### src/rtl/hazard_ctrl.sv
// Hazard, forwarding and multi-cycle sequencing controller for the five-stage pipeline.
// Optional HAZARD_PERF_EN builds the stall/flush performance counters; otherwise they read 0.
module hazard_ctrl #(
  parameter int unsigned MD_LATENCY = 8
) (
  input  logic        clk,
  input  logic        rst,
  input  logic [4:0]  rs_d,
  input  logic [4:0]  rt_d,
  input  logic        branch_d,
  input  logic        pc_src_d,
  input  logic [4:0]  rs_e,
  input  logic [4:0]  rt_e,
  input  logic [4:0]  write_reg_e,
  input  logic        reg_write_e,
  input  logic        mem_to_reg_e,
  input  logic        syscall_e,
  input  logic        md_start_e,
  input  logic [4:0]  write_reg_m,
  input  logic        reg_write_m,
  input  logic        mem_to_reg_m,
  input  logic [4:0]  write_reg_w,
  input  logic        reg_write_w,
  output logic        stall_f,
  output logic        stall_d,
  output logic        flush_d,
  output logic        flush_e,
  output logic [1:0]  forward_a_e,
  output logic [1:0]  forward_b_e,
  output logic        forward_a_d,
  output logic        forward_b_d,
  output logic        halt,
  output logic [31:0] stall_count,
  output logic [31:0] flush_count
);

  typedef enum logic [1:0] {RUN, MD_BUSY, SYS_DRAIN, HALT} state_t;

  localparam logic [7:0] MD_CNT_INIT  = 8'(MD_LATENCY - 1);
  localparam logic [7:0] SYS_CNT_INIT = 8'd2;

  state_t     state_q, state_d;
  logic [7:0] cnt_q, cnt_d;
  logic       hold;
  logic       e_hits_d, m_hits_d, lw_stall, br_stall;

  // Register 0 is hardwired, so a write to it never creates a dependency.
  assign e_hits_d = (write_reg_e != 5'd0) && (write_reg_e == rs_d || write_reg_e == rt_d);
  assign m_hits_d = (write_reg_m != 5'd0) && (write_reg_m == rs_d || write_reg_m == rt_d);
  assign lw_stall = mem_to_reg_e && reg_write_e && e_hits_d;
  assign br_stall = branch_d && ((reg_write_e && e_hits_d) || (mem_to_reg_m && m_hits_d));

  always_comb begin
    // NOTE: every always_comb output gets a default first so no path can infer a latch.
    state_d = state_q;
    cnt_d   = cnt_q;
    hold    = 1'b0;
    unique case (state_q)
      RUN: begin
        if (syscall_e) begin
          hold    = 1'b1;
          cnt_d   = SYS_CNT_INIT;
          state_d = SYS_DRAIN;
        end else if (md_start_e) begin
          hold    = 1'b1;
          cnt_d   = MD_CNT_INIT;
          state_d = MD_BUSY;
        end else if (lw_stall || br_stall) begin
          hold = 1'b1;
        end
      end
      MD_BUSY: begin
        hold  = 1'b1;
        cnt_d = cnt_q - 8'd1;
        if (cnt_q == 8'd1) state_d = RUN;
      end
      SYS_DRAIN: begin
        hold  = 1'b1;
        cnt_d = cnt_q - 8'd1;
        if (cnt_q == 8'd1) state_d = HALT;
      end
      HALT: hold = 1'b1;
    endcase
  end

  // While rst is high the pipeline registers are cleared and nothing is held.
  always_comb begin
    stall_f     = 1'b0;
    stall_d     = 1'b0;
    flush_d     = 1'b1;
    flush_e     = 1'b1;
    forward_a_e = 2'b00;
    forward_b_e = 2'b00;
    forward_a_d = 1'b0;
    forward_b_d = 1'b0;
    halt        = 1'b0;
    if (!rst) begin
      stall_f = hold;
      stall_d = hold;
      flush_e = hold;
      flush_d = pc_src_d && !hold;
      halt    = (state_q == HALT);
      // M result is newer than W, so it wins when both match.
      if (reg_write_m && write_reg_m != 5'd0 && write_reg_m == rs_e)      forward_a_e = 2'b10;
      else if (reg_write_w && write_reg_w != 5'd0 && write_reg_w == rs_e) forward_a_e = 2'b01;
      if (reg_write_m && write_reg_m != 5'd0 && write_reg_m == rt_e)      forward_b_e = 2'b10;
      else if (reg_write_w && write_reg_w != 5'd0 && write_reg_w == rt_e) forward_b_e = 2'b01;
      forward_a_d = reg_write_m && write_reg_m != 5'd0 && write_reg_m == rs_d;
      forward_b_d = reg_write_m && write_reg_m != 5'd0 && write_reg_m == rt_d;
    end
  end

  always_ff @(posedge clk) begin
    // NOTE: state flops use non-blocking assignments so every flop samples pre-edge values.
    if (rst) begin
      state_q <= RUN;
      cnt_q   <= 8'd0;
    end else begin
      state_q <= state_d;
      cnt_q   <= cnt_d;
    end
  end

`ifdef HAZARD_PERF_EN
  logic [31:0] stall_count_q, stall_count_d;
  logic [31:0] flush_count_q, flush_count_d;

  always_comb begin
    stall_count_d = stall_count_q + 32'(stall_d);
    flush_count_d = flush_count_q + 32'(flush_d || flush_e);
  end

  always_ff @(posedge clk) begin
    if (rst) begin
      stall_count_q <= 32'd0;
      flush_count_q <= 32'd0;
    end else begin
      stall_count_q <= stall_count_d;
      flush_count_q <= flush_count_d;
    end
  end

  assign stall_count = stall_count_q;
  assign flush_count = flush_count_q;
`else
  assign stall_count = 32'd0;
  assign flush_count = 32'd0;
`endif

endmodule
### config.mk
export PLATFORM = sky130hd
export DESIGN_NAME = hazard_ctrl
export DESIGN_NICKNAME = d
export VERILOG_FILES = /design/src/rtl/hazard_ctrl.sv
export SDC_FILE = /design/constraint.sdc
export NUM_CORES = 1
export LEC_CHECK = 0
export ABC_CLOCK_PERIOD_IN_PS = 2400
export CAP_MARGIN = 0
export CORE_AREA = 2 2 73 75
export DETAILED_ROUTE_END_ITERATION = 16
export DIE_AREA = 0 0 75 77
export PLACE_DENSITY = 0.79
export SYNTH_ARGS = -nofsm -noshare
export SYNTH_HDL_FRONTEND = slang
export SYNTH_SLANG_ARGS = --single-unit
### constraint.sdc
create_clock -name clk -period 2.4 [get_ports clk]
set_clock_uncertainty 0.05 [all_clocks]
set_input_delay 0.48 -clock clk [delete_from_list [all_inputs] [get_ports clk]]
set_output_delay 0.48 -clock clk [all_outputs]
set_load 0.1 [all_outputs]
Word-level counts from Yosys, hierarchy flattened
Index checks and enable logic that the tools add are counted.
Operators by class
  $add $sub $neg: 1
  equality and inequality tests: 15
  multiplexer cells: 24
  reductions and logical operators: 31
Operators by type and width (count)
  equality test 5 bit: 8
  logical AND 1 bit: 16
  two-way mux 2 bit: 8
  two-way mux 8 bit: 2
  one-hot mux 8 bit (2 select lines): 1
  nonzero test 5 bit: 3
  two-way mux 1 bit: 11
  equality test 8 x 1 -> 1 bit (second input constant): 1
  subtractor 8 x 1 -> 8 bit (second input constant): 1
  one-hot mux 2 bit (3 select lines): 1
  equality test 2 bit (second input constant): 2
  logical OR 1 bit: 4
  != test 2 bit (second input constant): 2
  AND reduction 4 bit: 1
  != test 3 bit (second input constant): 1
  nonzero test 3 bit: 1
  OR reduction 3 bit: 1
  equality test 2 x 1 -> 1 bit (second input constant): 1
  zero test 2 bit: 1
  one-hot mux 1 bit (2 select lines): 1
  AND reduction 2 bit: 1
  nonzero test 2 bit: 1
  OR reduction 2 bit: 1
  zero test 1 bit: 1
Word-level totals
  register bits: 10
  output and inout port bits: 75

Depth between registers and ports, before layout
  depth after elaboration: 14
  gate-level depth with buffers: 7
  mapped depth without buffers: 7

Least setup slack after synthesis
No wires, ideal clock.
  kind: input port to output port
  start: input port write_reg_m[1]
  end: output port forward_a_e[0]
  arrival time: 4455 ps
  required time: 1870 ps
  setup slack: -2585 ps
  stages: 5
  cell sequence: clkbuf_1 > or4_1 > o21ai_1 > nor4_1 > nor4_1
Between the ends
  cells in the longest elaborated chain, start to end: 5
Ends and longest elaborated chain
  start: declaration: RTL line 19  | input logic [4:0] write_reg_m,
  nonzero test 5 bit: RTL line 104  | if (reg_write_m && write_reg_m != 5'd0 && write_reg_m == rs_e) forward_a_e = 2'b10;
  logical AND 1 bit: RTL line 104
  logical AND 1 bit *: RTL line 104
  two-way mux 2 bit *: RTL line 104
  two-way mux 2 bit *: RTL line 97  | if (!rst) begin
  end: declaration: RTL line 28  | output logic [1:0] forward_a_e,
Mark *: on every way between the ends. The rest lies on a longest branch, timed or not.

Worst setup path in the final report
  start: input port write_reg_m[1]
  end: output port forward_b_e[0]
Between the ends
  cells in the longest elaborated chain, start to end: 5
Ends and longest elaborated chain
  nonzero test 5 bit: RTL line 106  | if (reg_write_m && write_reg_m != 5'd0 && write_reg_m == rt_e) forward_b_e = 2'b10;
  logical AND 1 bit: RTL line 106
  logical AND 1 bit *: RTL line 106
  two-way mux 2 bit *: RTL line 106
  two-way mux 2 bit *: RTL line 97
  end: declaration: RTL line 29  | output logic [1:0] forward_b_e,
Marks and branches as above.

==> summary by stage <==
Synthesis
A synthesized cell averages 7.76 sq um. The cell type contributing the most total cell area after synthesis is sky130_fd_sc_hd__buf_4. The cell area that synthesis handed to floorplanning was 1680 sq um. By area the synthesized netlist is led by sky130_fd_sc_hd__buf_4 (29%), sky130_fd_sc_hd__xnor2_1 (12%), sky130_fd_sc_hd__dfxtp_1 (12%). Counting distinct cell types in the post-synthesis netlist gives 36. The share of synthesized area in the top cell type comes to 0.290. The register bit count reported by yosys is 10. In the synthesized netlist, the number of instances is 217. The sequential-to-total area share from yosys stat is 0.119. Yosys printed 0 warnings.

Timing
The maximum clock frequency is 393 MHz. Setup slack on the critical path of the routed design comes to -0.147 ns. Setup total negative slack on the finished layout was measured at -0.248 ns. Of the available clock period, the critical path in the final layout requires 1.06.

The number of hold violations in the final report was 0. Setup repair after global routing could not meet its margin everywhere. The final max-slew violation count is 0. Setup violations remaining at the end of the flow were counted as 4.

The time the final worst path needs with I/O delays and setup is 2.55 ns.

Outcome
The final reports fail on negative setup slack. The flow ran to the end, but the final reports show violations.

Finish
Of the cells placed in the final design, the portion with a size suffix greater than 1 is 0.363. For this run, the post-layout net count is 365. Leaving out fill and tap cells, the most frequent cells in the layout are sky130_fd_sc_hd__conb_1 (64), sky130_fd_sc_hd__buf_4 (40), sky130_fd_sc_hd__xor2_1 (21), sky130_fd_sc_hd__xnor2_1 (19).

The finished layout holds 381 standard cells, fillers aside. The area growth from synthesis to layout is 62.6%. Measured on the finished design, the core utilization comes to 0.550. The number of antenna diodes in the final layout is 0. The commonest non-fill, non-tap cell in the layout is sky130_fd_sc_hd__conb_1.

Pwr
The static leakage power is 1.24 nW. The largest vdd supply drop is 0.372 mV. Power comes to 2.09 mW. The power density relative to cell area is 764 nW/um^2.

Clock tree
The CTS tree is built. The maximum buffer depth of the clock tree is 2. The TritonCTS buffer count is 3.

The clock transition at the registers of the reported paths is 0.05 ns. In this run the number of H-tree levels came out at 1. The clock reaches the later pin of the worst-skew pair after 0.24 ns. The number of hold buffers added after CTS was 0.

In this run the clock root is driven by a sky130_fd_sc_hd__clkbuf_8. Clock tree synthesis found a total of 10 sinks.

Die
The floorplan step defined a die boundary enclosing 5780 sq um. The vertical extent of the die is 77 microns. In this run the count of I/O pins placed on the die edge is 121.

The total area inside the core boundary comes to 4980 sq um. The floorplan step set the die width to 75 microns. The initial cell density of the core is 0.338.

The floorplan row count is 26.

Route
The number of design rule violations left after detail routing is 0. The detail route stage leaves a number of antenna-violating nets equal to 0. The via count normalized by instance count is 4.24. The routed wirelength normalized by instance count is 12.1 microns. The first detailed-routing pass took 5 iterations. The total wirelength of the detailed-routed design is 4620 microns. The via count of the routed design is 1614. The first routing iteration left 109 violations.

Setup path
The class of the most critical setup path is primary input to output pin. STA classifies the critical path endpoint as an output pin. The slack of the worst reg-to-reg path is 0.35 ns. STA puts the critical path data required time at 1.87 ns. The element type at the critical path start is a primary input.

Along the worst path, the maximum fanout reaches 2. The number of cells on the worst reg-to-reg path is 7. The data arrival time of the critical path is 2.02 ns.

Global routing
The number of global-route vias before repair came to 1563. The initial antenna violation count is 0. Entering global routing, the biggest net connects 15 pins.

For this run the aggregate overflow at the end of global routing stands at 0. The global-route usage over all layers is 0.152. The first global-routing pass estimated 7040 microns of wire.

Min path
The path class of the tightest hold or removal check is flip-flop to flip-flop. Along the worst hold path, the cell count comes to 2.

Placed design
The final RePlAce weighted congestion is 0.859. The number of cells in the design after placement is 367. Summed over all nets, the half-perimeter wirelength after detailed placement is 3680 microns. The number of buffers inserted by port buffering is 56.

Run
The number of maximum-capacitance violations is 0.
-- per-stage QoR --
stage                     cell area (sq um)  hold slack (ns)  setup WS [ns]
after floorplan                        2080            0.412         -0.544
after global placement                 2510            0.432         -0.537
after detailed placement               2510            0.446         -0.606
after CTS                              2700            0.465         -0.159
final                                  2740            0.463         -0.147
after global routing                   2740            0.488         -0.188
-- worst paths after layout --
kind / endpoint / start
max: forward_b_e[0] / write_reg_m[1]
min: cnt_q[1] / cnt_q[1]
max reg2reg: state_q[1] / cnt_q[1]
min reg2reg: cnt_q[1] / cnt_q[1]
-- critical path: stages --
cell	delay (ns)
sky130_fd_sc_hd__buf_6	0.09
sky130_fd_sc_hd__or4_4	0.55
sky130_fd_sc_hd__o21ai_4	0.18
sky130_fd_sc_hd__buf_6	0.13
sky130_fd_sc_hd__nor4_4	0.04
sky130_fd_sc_hd__buf_4	0.14
sky130_fd_sc_hd__nor3_4	0.19
sky130_fd_sc_hd__buf_12	0.20
-- layout make-up --
class                      count  area [sq um]
sequential                    10           200
multi-input combinational    194          1420
inverter                       5          18.8
timing repair buffer          98           958
clock buffer                   4          55.1
tap                           70          87.6
fill                         448          2240
-- synth_stat cells --
library cell and count:
sky130_fd_sc_hd__a21boi_4 1, sky130_fd_sc_hd__inv_1 5, sky130_fd_sc_hd__a21oi_1 5, sky130_fd_sc_hd__nor2_1 13, sky130_fd_sc_hd__or3_1 1, sky130_fd_sc_hd__dfxtp_1 10
sky130_fd_sc_hd__o21ai_0 5, sky130_fd_sc_hd__a31o_2 2, sky130_fd_sc_hd__nand4b_1 1, sky130_fd_sc_hd__ha_1 7, sky130_fd_sc_hd__nor2b_1 4, sky130_fd_sc_hd__buf_1 1
sky130_fd_sc_hd__a311oi_2 1, sky130_fd_sc_hd__nand3b_1 1, sky130_fd_sc_hd__or3b_2 2, sky130_fd_sc_hd__nand3_1 7, sky130_fd_sc_hd__xor2_1 22, sky130_fd_sc_hd__a211o_1 1
sky130_fd_sc_hd__nand2b_1 1, sky130_fd_sc_hd__o21ba_2 1, sky130_fd_sc_hd__xnor2_1 23, sky130_fd_sc_hd__o21ai_1 2, sky130_fd_sc_hd__or4_4 1, sky130_fd_sc_hd__nor3b_1 1
sky130_fd_sc_hd__a211oi_1 1, sky130_fd_sc_hd__or4_1 3, sky130_fd_sc_hd__buf_4 65, sky130_fd_sc_hd__or3_4 1, sky130_fd_sc_hd__a41o_1 1, sky130_fd_sc_hd__a31oi_1 1
sky130_fd_sc_hd__nand2_1 4, sky130_fd_sc_hd__or2_2 1, sky130_fd_sc_hd__clkbuf_1 5, sky130_fd_sc_hd__nor3_1 11, sky130_fd_sc_hd__conb_1 1, sky130_fd_sc_hd__nor4_1 5
-- flip-flops by register name, indices dropped and copies added (netlist names) --
signal	count
cnt_q	8
state_q	2
-- metal layers --
metal / part of all wire / vias up / GRT usage
met5: 0 / - / 0
met4: 0.011 / 0 / 0.0357
met3: 0.057 / 6 / 0.0263
met2: 0.56 / 70 / 0.282
met1: 0.37 / 758 / 0.175
li1: - / 780 / -
-- where the power goes --
part / switching (mW) / internal, mW / leakage (nW)
clock: 0.0679 / 0.144 / 0.0288
sequential: 0.0643 / 0.242 / 0.0824
combinational: 1.03 / 0.542 / 1.13
total: 1.17 / 0.928 / 1.24
-- cells by family after synthesis --
| logic type | share of synthesized area |
|---|---|
| AO/OA/AOI/OAI | 0.0914 |
| XOR/XNOR | 0.234 |
| adder cells (fa/ha/maj) | 0.0520 |
| buffers and inverters | 0.314 |
| flip-flops | 0.119 |
| other | 0.00223 |
| AND/OR/NAND/NOR | 0.187 |
-- what timing repair did --
| item | in CTS | in global routing |
|---|---|---|
| gates resized for setup | 102 | 25 |
| endpoints found under the hold margin | 0 | 0 |
| pin swaps | 23 | 8 |
| buffers inserted | 11 | 0 |
| endpoints found under the setup margin | 10 | 10 |
Power figures use the tool's default switching activity.
